<file path="src/rtl/wave_ddr_fetch.sv">
// wave_ddr_fetch
// Byte-fetch front end between the wave sample player's DMA byte port and a
// 64-bit DDR port. Two 64-bit line buffers serve byte reads at any 28-bit byte
// address. A miss fetches the containing line. A hit prefetches the next
// sequential line into the other buffer, so sequential playback does not stall.
//
// Optional build feature:
//   WAVE_FETCH_STATS_EN - adds O_MISS_CNT, a saturating count of miss-initiated
//                         DDR request accepts. I_FLUSH clears it.
module wave_ddr_fetch #(
  parameter logic [28:0] BASE_WADDR = 29'h0600_0000,
  parameter logic [7:0]  BURST      = 8'd1
) (
  input  logic        I_CLK,
  input  logic        I_RSTn,
  input  logic        I_FLUSH,
  input  logic [27:0] I_BYTE_ADDR,
  output logic [7:0]  O_BYTE_DATA,
  output logic        O_BYTE_READY,
  input  logic        I_DDR_BUSY,
  output logic        O_DDR_RD,
  output logic [28:0] O_DDR_ADDR,
  output logic [7:0]  O_DDR_BURSTCNT,
  input  logic [63:0] I_DDR_DOUT,
  input  logic        I_DDR_DOUT_READY
`ifdef WAVE_FETCH_STATS_EN
  ,
  output logic [15:0] O_MISS_CNT
`endif
);

  typedef enum logic [1:0] {
    S_IDLE = 2'd0,
    S_REQ  = 2'd1,
    S_WAIT = 2'd2
  } state_t;

  state_t      state;

  // Line buffers: valid bits are reset, tag/data are qualified by valid.
  logic [1:0]  line_valid;
  logic [24:0] line_tag  [2];
  logic [63:0] line_data [2];

  logic        last_hit;   // index of the line that hit most recently
  logic        target;     // line being filled by the in-flight fetch
  logic [24:0] ftag;       // tag being fetched
  logic        miss_req;   // in-flight fetch was started by a miss
  logic        drop;       // in-flight fetch was flushed; discard its data

  // Lookup signals
  logic [24:0] cur_tag;
  logic [2:0]  byte_sel;
  logic [24:0] next_tag;
  logic        hit0;
  logic        hit1;
  logic        any_hit;
  logic        hit_idx;
  logic        other_idx;
  logic        miss_tgt;
  logic        other_has_next;
  logic [63:0] sel_line;
  logic [7:0]  sel_byte;
  logic        fill_en;

  assign O_DDR_BURSTCNT = BURST;

  // Tag compare, byte select and next-line check for the current address.
  // NOTE: every always_comb output gets a default first so no path leaves it
  // unassigned, which would otherwise infer a latch.
  always_comb begin
    cur_tag        = I_BYTE_ADDR[27:3];
    byte_sel       = I_BYTE_ADDR[2:0];
    next_tag       = cur_tag + 25'd1;   // wraps 0x1FFFFFF -> 0 naturally
    hit0           = line_valid[0] && (line_tag[0] == cur_tag);
    hit1           = line_valid[1] && (line_tag[1] == cur_tag);
    any_hit        = hit0 || hit1;
    hit_idx        = hit1;
    other_idx      = ~hit_idx;
    miss_tgt       = ~last_hit;
    other_has_next = line_valid[other_idx] && (line_tag[other_idx] == next_tag);
    sel_line       = hit_idx ? line_data[1] : line_data[0];
    sel_byte       = sel_line[{byte_sel, 3'b000} +: 8];
    fill_en        = (state == S_WAIT) && I_DDR_DOUT_READY && !drop && !I_FLUSH;
  end

  // Line tag/data storage, written only when a fetch completes undropped.
  // NOTE: the line storage has no reset; line_valid alone decides whether a
  // line may be used, so clearing the wide data would only cost flops.
  always_ff @(posedge I_CLK) begin
    if (fill_en) begin
      line_tag[target]  <= ftag;
      line_data[target] <= I_DDR_DOUT;
    end
  end

  // Byte output register, valid bits and the fetch state machine.
  // NOTE: sequential state uses non-blocking assignments so every flop samples
  // the pre-edge values, independent of statement order.
  always_ff @(posedge I_CLK or negedge I_RSTn) begin
    if (!I_RSTn) begin
      O_BYTE_DATA  <= 8'd0;
      O_BYTE_READY <= 1'b0;
      O_DDR_RD     <= 1'b0;
      O_DDR_ADDR   <= 29'd0;
      line_valid   <= 2'b00;
      last_hit     <= 1'b0;
      target       <= 1'b0;
      ftag         <= 25'd0;
      miss_req     <= 1'b0;
      drop         <= 1'b0;
      state        <= S_IDLE;
    end else begin
      // Output stage: one cycle latency, data holds on no hit.
      O_BYTE_READY <= any_hit && !I_FLUSH;
      if (any_hit) begin
        O_BYTE_DATA <= sel_byte;
        last_hit    <= hit_idx;
      end

      case (state)
        S_IDLE: begin
          if (!I_FLUSH) begin
            if (!any_hit) begin
              // Miss: refill the line that was not used most recently.
              target               <= miss_tgt;
              ftag                 <= cur_tag;
              miss_req             <= 1'b1;
              line_valid[miss_tgt] <= 1'b0;
              O_DDR_RD             <= 1'b1;
              O_DDR_ADDR           <= BASE_WADDR + {4'd0, cur_tag};
              state                <= S_REQ;
            end else if (!other_has_next) begin
              // Hit: stage the next sequential line in the other buffer.
              target                <= other_idx;
              ftag                  <= next_tag;
              miss_req              <= 1'b0;
              line_valid[other_idx] <= 1'b0;
              O_DDR_RD              <= 1'b1;
              O_DDR_ADDR            <= BASE_WADDR + {4'd0, next_tag};
              state                 <= S_REQ;
            end
          end
        end

        S_REQ: begin
          // The request cannot be withdrawn; a flush only marks it for discard.
          if (I_FLUSH) begin
            drop <= 1'b1;
          end
          if (!I_DDR_BUSY) begin
            O_DDR_RD <= 1'b0;
            state    <= S_WAIT;
          end
        end

        S_WAIT: begin
          if (I_DDR_DOUT_READY) begin
            if (fill_en) begin
              line_valid[target] <= 1'b1;
            end
            drop  <= 1'b0;
            state <= S_IDLE;
          end else if (I_FLUSH) begin
            drop <= 1'b1;
          end
        end

        default: begin
          O_DDR_RD <= 1'b0;
          drop     <= 1'b0;
          state    <= S_IDLE;
        end
      endcase

      // Flush invalidates both lines, overriding any fill or clear above.
      if (I_FLUSH) begin
        line_valid <= 2'b00;
      end
    end
  end

`ifdef WAVE_FETCH_STATS_EN
  logic [15:0] miss_cnt;

  assign O_MISS_CNT = miss_cnt;

  // Saturating count of accepted miss requests; prefetches are not counted.
  always_ff @(posedge I_CLK or negedge I_RSTn) begin
    if (!I_RSTn) begin
      miss_cnt <= 16'd0;
    end else if (I_FLUSH) begin
      miss_cnt <= 16'd0;
    end else if ((state == S_REQ) && !I_DDR_BUSY && miss_req && (miss_cnt != 16'hFFFF)) begin
      miss_cnt <= miss_cnt + 16'd1;
    end
  end
`endif

endmodule

</file>
<file path="config.mk">
export PLATFORM = sky130hd
export DESIGN_NAME = wave_ddr_fetch
export DESIGN_NICKNAME = d
export VERILOG_FILES = /design/src/rtl/wave_ddr_fetch.sv
export SDC_FILE = /design/constraint.sdc
export NUM_CORES = 1
export LEC_CHECK = 0
export BUFFER_PORTS_ARGS = -buffer_cell sky130_fd_sc_hd__buf_2
export CORE_UTILIZATION = 58
export DETAILED_ROUTE_END_ITERATION = 12
export GPL_TIMING_DRIVEN = 0
export PLACE_DENSITY = 0.8
export SETUP_SLACK_MARGIN = 0.4
export SKIP_LAST_GASP = 1
export SYNTH_ARGS = -nofsm -noshare
export SYNTH_HDL_FRONTEND = slang
export SYNTH_SLANG_ARGS = --single-unit
</file>
<file path="constraint.sdc">
create_clock -name I_CLK -period 5.91 [get_ports I_CLK]
set_input_delay 0.8865 -clock I_CLK [delete_from_list [all_inputs] [get_ports I_CLK]]
set_output_delay 0.8865 -clock I_CLK [all_outputs]
set_load 0.05 [all_outputs]
</file>
# Word-level counts from Yosys, hierarchy flattened
# Memory sizes are Yosys's and may differ from the RTL's.
# Cells that the tools add are included.
# W data, S select, Z words.
# op_classes
shift	1
n_bitwise	9
reduce_logical	19
n_eq_ne	13
order_cmp	6
addsub	3
n_mux	37
# ops
op	count
$eq A25 B25 Y1	3
$mux W64	1
$shiftx A64 B7 Y8	1
$mux W29	2
$add A27 B25 Y28 const A	2
$mux W25	2
$add A25 B1 Y25 const B	1
$mux W2	10
$mux W1	15
$reduce_and A4 Y1	3
$logic_and A1 B1 Y1	10
$ne A3 B3 Y1 const B	3
$ne A2 B2 Y1 const B	4
$lt A1 B2 Y1 const B	3
$pmux W1 S3	2
$pmux W2 S3	1
$and A2 B2 Y2	2
$ne A4 B4 Y1 const B	1
$not A1 Y1	4
$not A2 Y2	2
$pmux W2 S2	1
$demux W1 S1	3
$ge A1 B1 Y1 const B	3
$reduce_and A3 Y1	1
other kinds (7)	8
# word_totals
ramBits	178
output_inout_bits	47
reg_bits	71
elab_cells	100
memories	2
in_bits	97
# memory_table
memory	words	word_bits	read_ports	rd_ports_with_merged_regs	write_ports	line_no	rtl
line_data	2	64	2	0	1	43	logic [63:0] line_data [2];
line_tag	2	25	3	0	1	42	logic [24:0] line_tag [2];

# Logic depth before layout (Yosys ltp)
# An unclocked memory read counts as a cell.
# depth
word_depth	14
depth_mapped	13
ltp_nobuf	11

# Least setup slack after synthesis
# No wires, ideal clock.
# synth_path
path_kind	input to register
startpoint	input I_FLUSH
endpoint	register line_valid[0]
setup_ns	0.093
arrival_time_ns	5.285
required_ns	5.817
cell_stages	5
path_slack_ns	0.532
path_buffers	0
cell_sequence	nor2_1 -> nand3_1 -> nor2_1 -> o21ai_0 -> a21oi_1
# synth_between
elab_chain_cells	4
word_cells_on_any_way	8
classes_between	eq/ne: 3; mux: 1; reduce/logical: 4
# synth_lines
element	line_no	rtl
start, declared	16	input logic I_FLUSH,
$logic_not A1 Y1	n/a	
$logic_and A1 B1 Y1	84	fill_en = (state == S_WAIT) && I_DDR_DOUT_READY && !drop && !I_FLUSH;
$ne A3 B3 Y1 (no line)	n/a	
$reduce_and A4 Y1 (no line)	n/a	
end signal, assigned	106	line_valid <= 2'b00;
end signal, assigned by index	129	line_valid[miss_tgt] <= 1'b0;
end signal, assigned by index	138	line_valid[other_idx] <= 1'b0;
end, declared	41	logic [1:0] line_valid;
# Several ways; a longest one is shown, not always the timed one.
# A chain may end at the register's enable or synchronous reset.

# Final worst setup path
# layout_path
startpoint	input I_BYTE_ADDR[11]
endpoint	register ftag[10]
# layout_between
elab_chain_cells	8
word_cells_on_any_way	16
classes_between	add/sub: 1; eq/ne: 4; mux: 4; bitwise: 1; reduce/logical: 5; memory: 1
# layout_lines
element	line_no	rtl
start, declared	17	input logic [27:0] I_BYTE_ADDR,
branches (longest 8 deep; another with $add A25 B1 Y25)	n/a	
end signal, assigned	127	ftag <= cur_tag;
end signal, assigned	136	ftag <= next_tag;
end, declared	47	logic [24:0] ftag;
# Parallel ways; which one is timed is not known. The select of a mux whose other input is x is not followed.

==> results.ini <==
[yosys]
ys_ff_latch = 221
synthXorXnorAreaFrac = 0.0993
synth_ff_type = edfxtp_1
synth_edf_count = 178
synth_top_cell_by_area = edfxtp_1
synth_compound_area_frac = 0.0279
synth_cell_type_count = 59
synth_top_family_by_area = multiplexers
synth_area_leaders = edfxtp_1 (52%), dfrtp_1 (10%), mux4_2 (8.7%)
synth_seq_area_share = 0.620
synth_top_area_frac = 0.516
syn_inst = 670
async_reset_ff_frac = 0.195
synth-adder-area-share = 0.00483
yosys.area_share.simple = 0.0829
synth_area_um2 = 10400
synthMuxAreaShare = 0.132
yosys_warnings = 0
syn-mean-instance-area_um2 = 15.5

[floorplanning]
die_height_um = 136
die_area_um2 = 18400
num_rows = 48
io_pins = 144
start_util = 0.597
coreArea_um2 = 17400
die_width_um = 136

[cells_and_area]
finish.utilization = 0.695
final_cell_mix = edfxtp_1 (178), buf_2 (122), xnor2_1 (73)
layout_commonest_cell = edfxtp_1
drive_gt1_frac = 0.324
area_growth_pct = 16.4
nNetsFinal = 918

[routing]
met3_length_um = 1740
drc = 0
wl_met2_um = 12200
maxUsedRoutingLayer = met4
drtAntennaViolNets = 0
via_per_inst = 5.93
drt_first_pass_iters = 5
wire_per_inst_um = 22.4
m1WireLength_um = 8930
vias = 6282
drt_iter0_markers = 445
routed_wl_um = 23700

[setup_path]
r2r.worst_path.cells = 11
cp.required_ns = 6.31
cp.arrival_ns = 4.54
crit_type = input port to register
worst_path_max_delay_cell = nor4_2
crit_chain = buf_2, xnor2_1, nand4_1, nor4_2, nand2_2, nor4_1, a21oi_1, a211oi_2, nand4_2, nand3_4, buf_6, mux2_1
critPathMaxFanout = 10
r2r_end = ftag[10]
rr_startpoint = line_tag[1][8]
r2r_slack_ns = 1.87
critPathCaptureType = register
endpoint = ftag[10]
cp-startpoint = I_BYTE_ADDR[11]
cp-start-kind = input port
worst_path_largest_cell_delay_ns = 0.52

[timing]
relSlewSlack = 0.266
rsz0062_at_grt = false
tightest_slew_ns = 1.10
skew_ns = 0.0115
finalSetupViolCount = 0
fin_hold_ws_ns = 0.490
fin_crit_ns = 4.14
hold_viol = 0
maxSlewViolCount = 0
period_share = 0.701
fmax_ghz = 0.241

[clock_network]
cts-root-buf = clkbuf_16
clkTransAtPathRegs_ns = 0.06
cts_max_path_buffers = 3
cts_resized = 0
cts_tree = done
numCtsBuffers = 23
cts_hold_buf = 0
clk_latency_ns = 0.53
post_cts_buffers = 0
ctsHtreeMaxLevel = 1
cts_num_sinks = 221

[pwr]
leakage_nw = 4.35
peakVddDrop_mv = 0.274
power_mw = 4.27
p_per_area_nw_per_um2 = 354

[global_route]
first_global_vias = 6588
grt_max_degree = 44
grtUsageTotal = 0.268
antenna_found_initial = 1
grt.overflow.total = 0
grt_pass1_wl_um = 36200

[placement]
gp_congestion = 0.977
dp_hpwl_um = 16900
numPortBuffers = 109

[hold_path]
holdCritPathClass = register to register

[job]
maxCapViolCount = 0

[outcome]
outcome = finished clean

critical path: cells and delay by family:
family / cells / cell delay (ns)
AOI/OAI and AO/OA: 2 / 0.46
xor gates and xnor gates: 1 / 0.46
buffers and inverters: 2 / 0.33
muxes: 1 / 0.34
and+or+nand+nor: 6 / 2.05
metal layers:
layer | GRT usage | up-vias
met5 | 0 | -
met4 | 0.107 | 0
met3 | 0.0531 | 60
met2 | 0.466 | 302
met1 | 0.329 | 3116
li1 | - | 2804
layout make-up:
class,count,area (um2)
Antenna cell,1,2.50
Buffer,49,305
Clock buffer,29,608
Clock inverter,13,106
Fill cell,1181,5300
Inverter,9,33.8
Multi-Input combinational cell,399,3650
Sequential cell,221,6420
Tap cell,225,282
Timing Repair Buffer,114,653
cell usage after synthesis, drive strengths merged, types with 3 or more instances:
library cell	n
mux2	38
xor2	39
nor3	8
a31oi	3
inv	9
dfrtp	43
buf	36
nor4	11
a22oi	5
nor2b	3
xnor2	76
nand3	21
and2	3
mux4	40
a2111oi	3
nand2	23
a21oi	14
or4	3
nand2b	5
edfxtp	178
o21ai	7
clkbuf	13
ha	4
nand4	22
mux2i	4
nor2	37
stage by stage:
step | TNS [ns] | area (um2) | instances | setup slack (ns)
after floorplan | 0 | 10400 | 678 | 0.532
after global placement | -265.18 | 11200 | 1012 | -1.60
after detailed placement | 0 | 11300 | 1017 | 1.27
after CTS | 0 | 12100 | 1059 | 1.81
after global routing | 0 | 12100 | 1059 | 1.58
final | 0 | 12100 | 1060 | 1.77
power by group:
part           total (mW)  internal (mW)  leakage, nW  switching, mW
clock network        1.37          0.778        0.349          0.590
logic               0.906          0.276         1.87          0.630
registers            2.00           1.89         2.13          0.110
total                4.27           2.94         4.35           1.33
worst min-delay path by stage:
stage / startpoint / end / slack [ns] / cells past startpoint
floorplan: last_hit / last_hit / 0.48 / 2
global placement: ftag[21] / line_tag[0][21] / 0.47 / 0
detailed placement: ftag[9] / line_tag[1][9] / 0.47 / 0
CTS: ftag[9] / line_tag[0][9] / 0.49 / 0
global route: ftag[20] / line_tag[1][20] / 0.51 / 0
finish: ftag[9] / line_tag[0][9] / 0.49 / 0
logic make-up (layout without fill, tap and decap cells):
| logic type | count (synthesis) | count (layout) |
|---|---|---|
| AO/OA/AOI/OAI | 44 | 44 |
| other | 2 | 11 |
| AND/OR/NAND/NOR | 144 | 144 |
| XOR/XNOR | 115 | 115 |
| adder cells (fa/ha/maj) | 4 | 4 |
| flip-flops | 221 | 221 |
| multiplexers | 82 | 82 |
| buffers and inverters | 58 | 214 |
state kept, by name, indices dropped and copies added, names as in the netlist:
signal / cells
O_BYTE_READY: 1
O_BYTE_DATA: 8
drop: 1
O_DDR_ADDR: 2
line_tag: 50
target: 1
line_data: 128
ftag: 24
state: 2
O_DDR_RD: 1
last_hit: 1
line_valid: 2
Power figures use the tool's default switching activity.
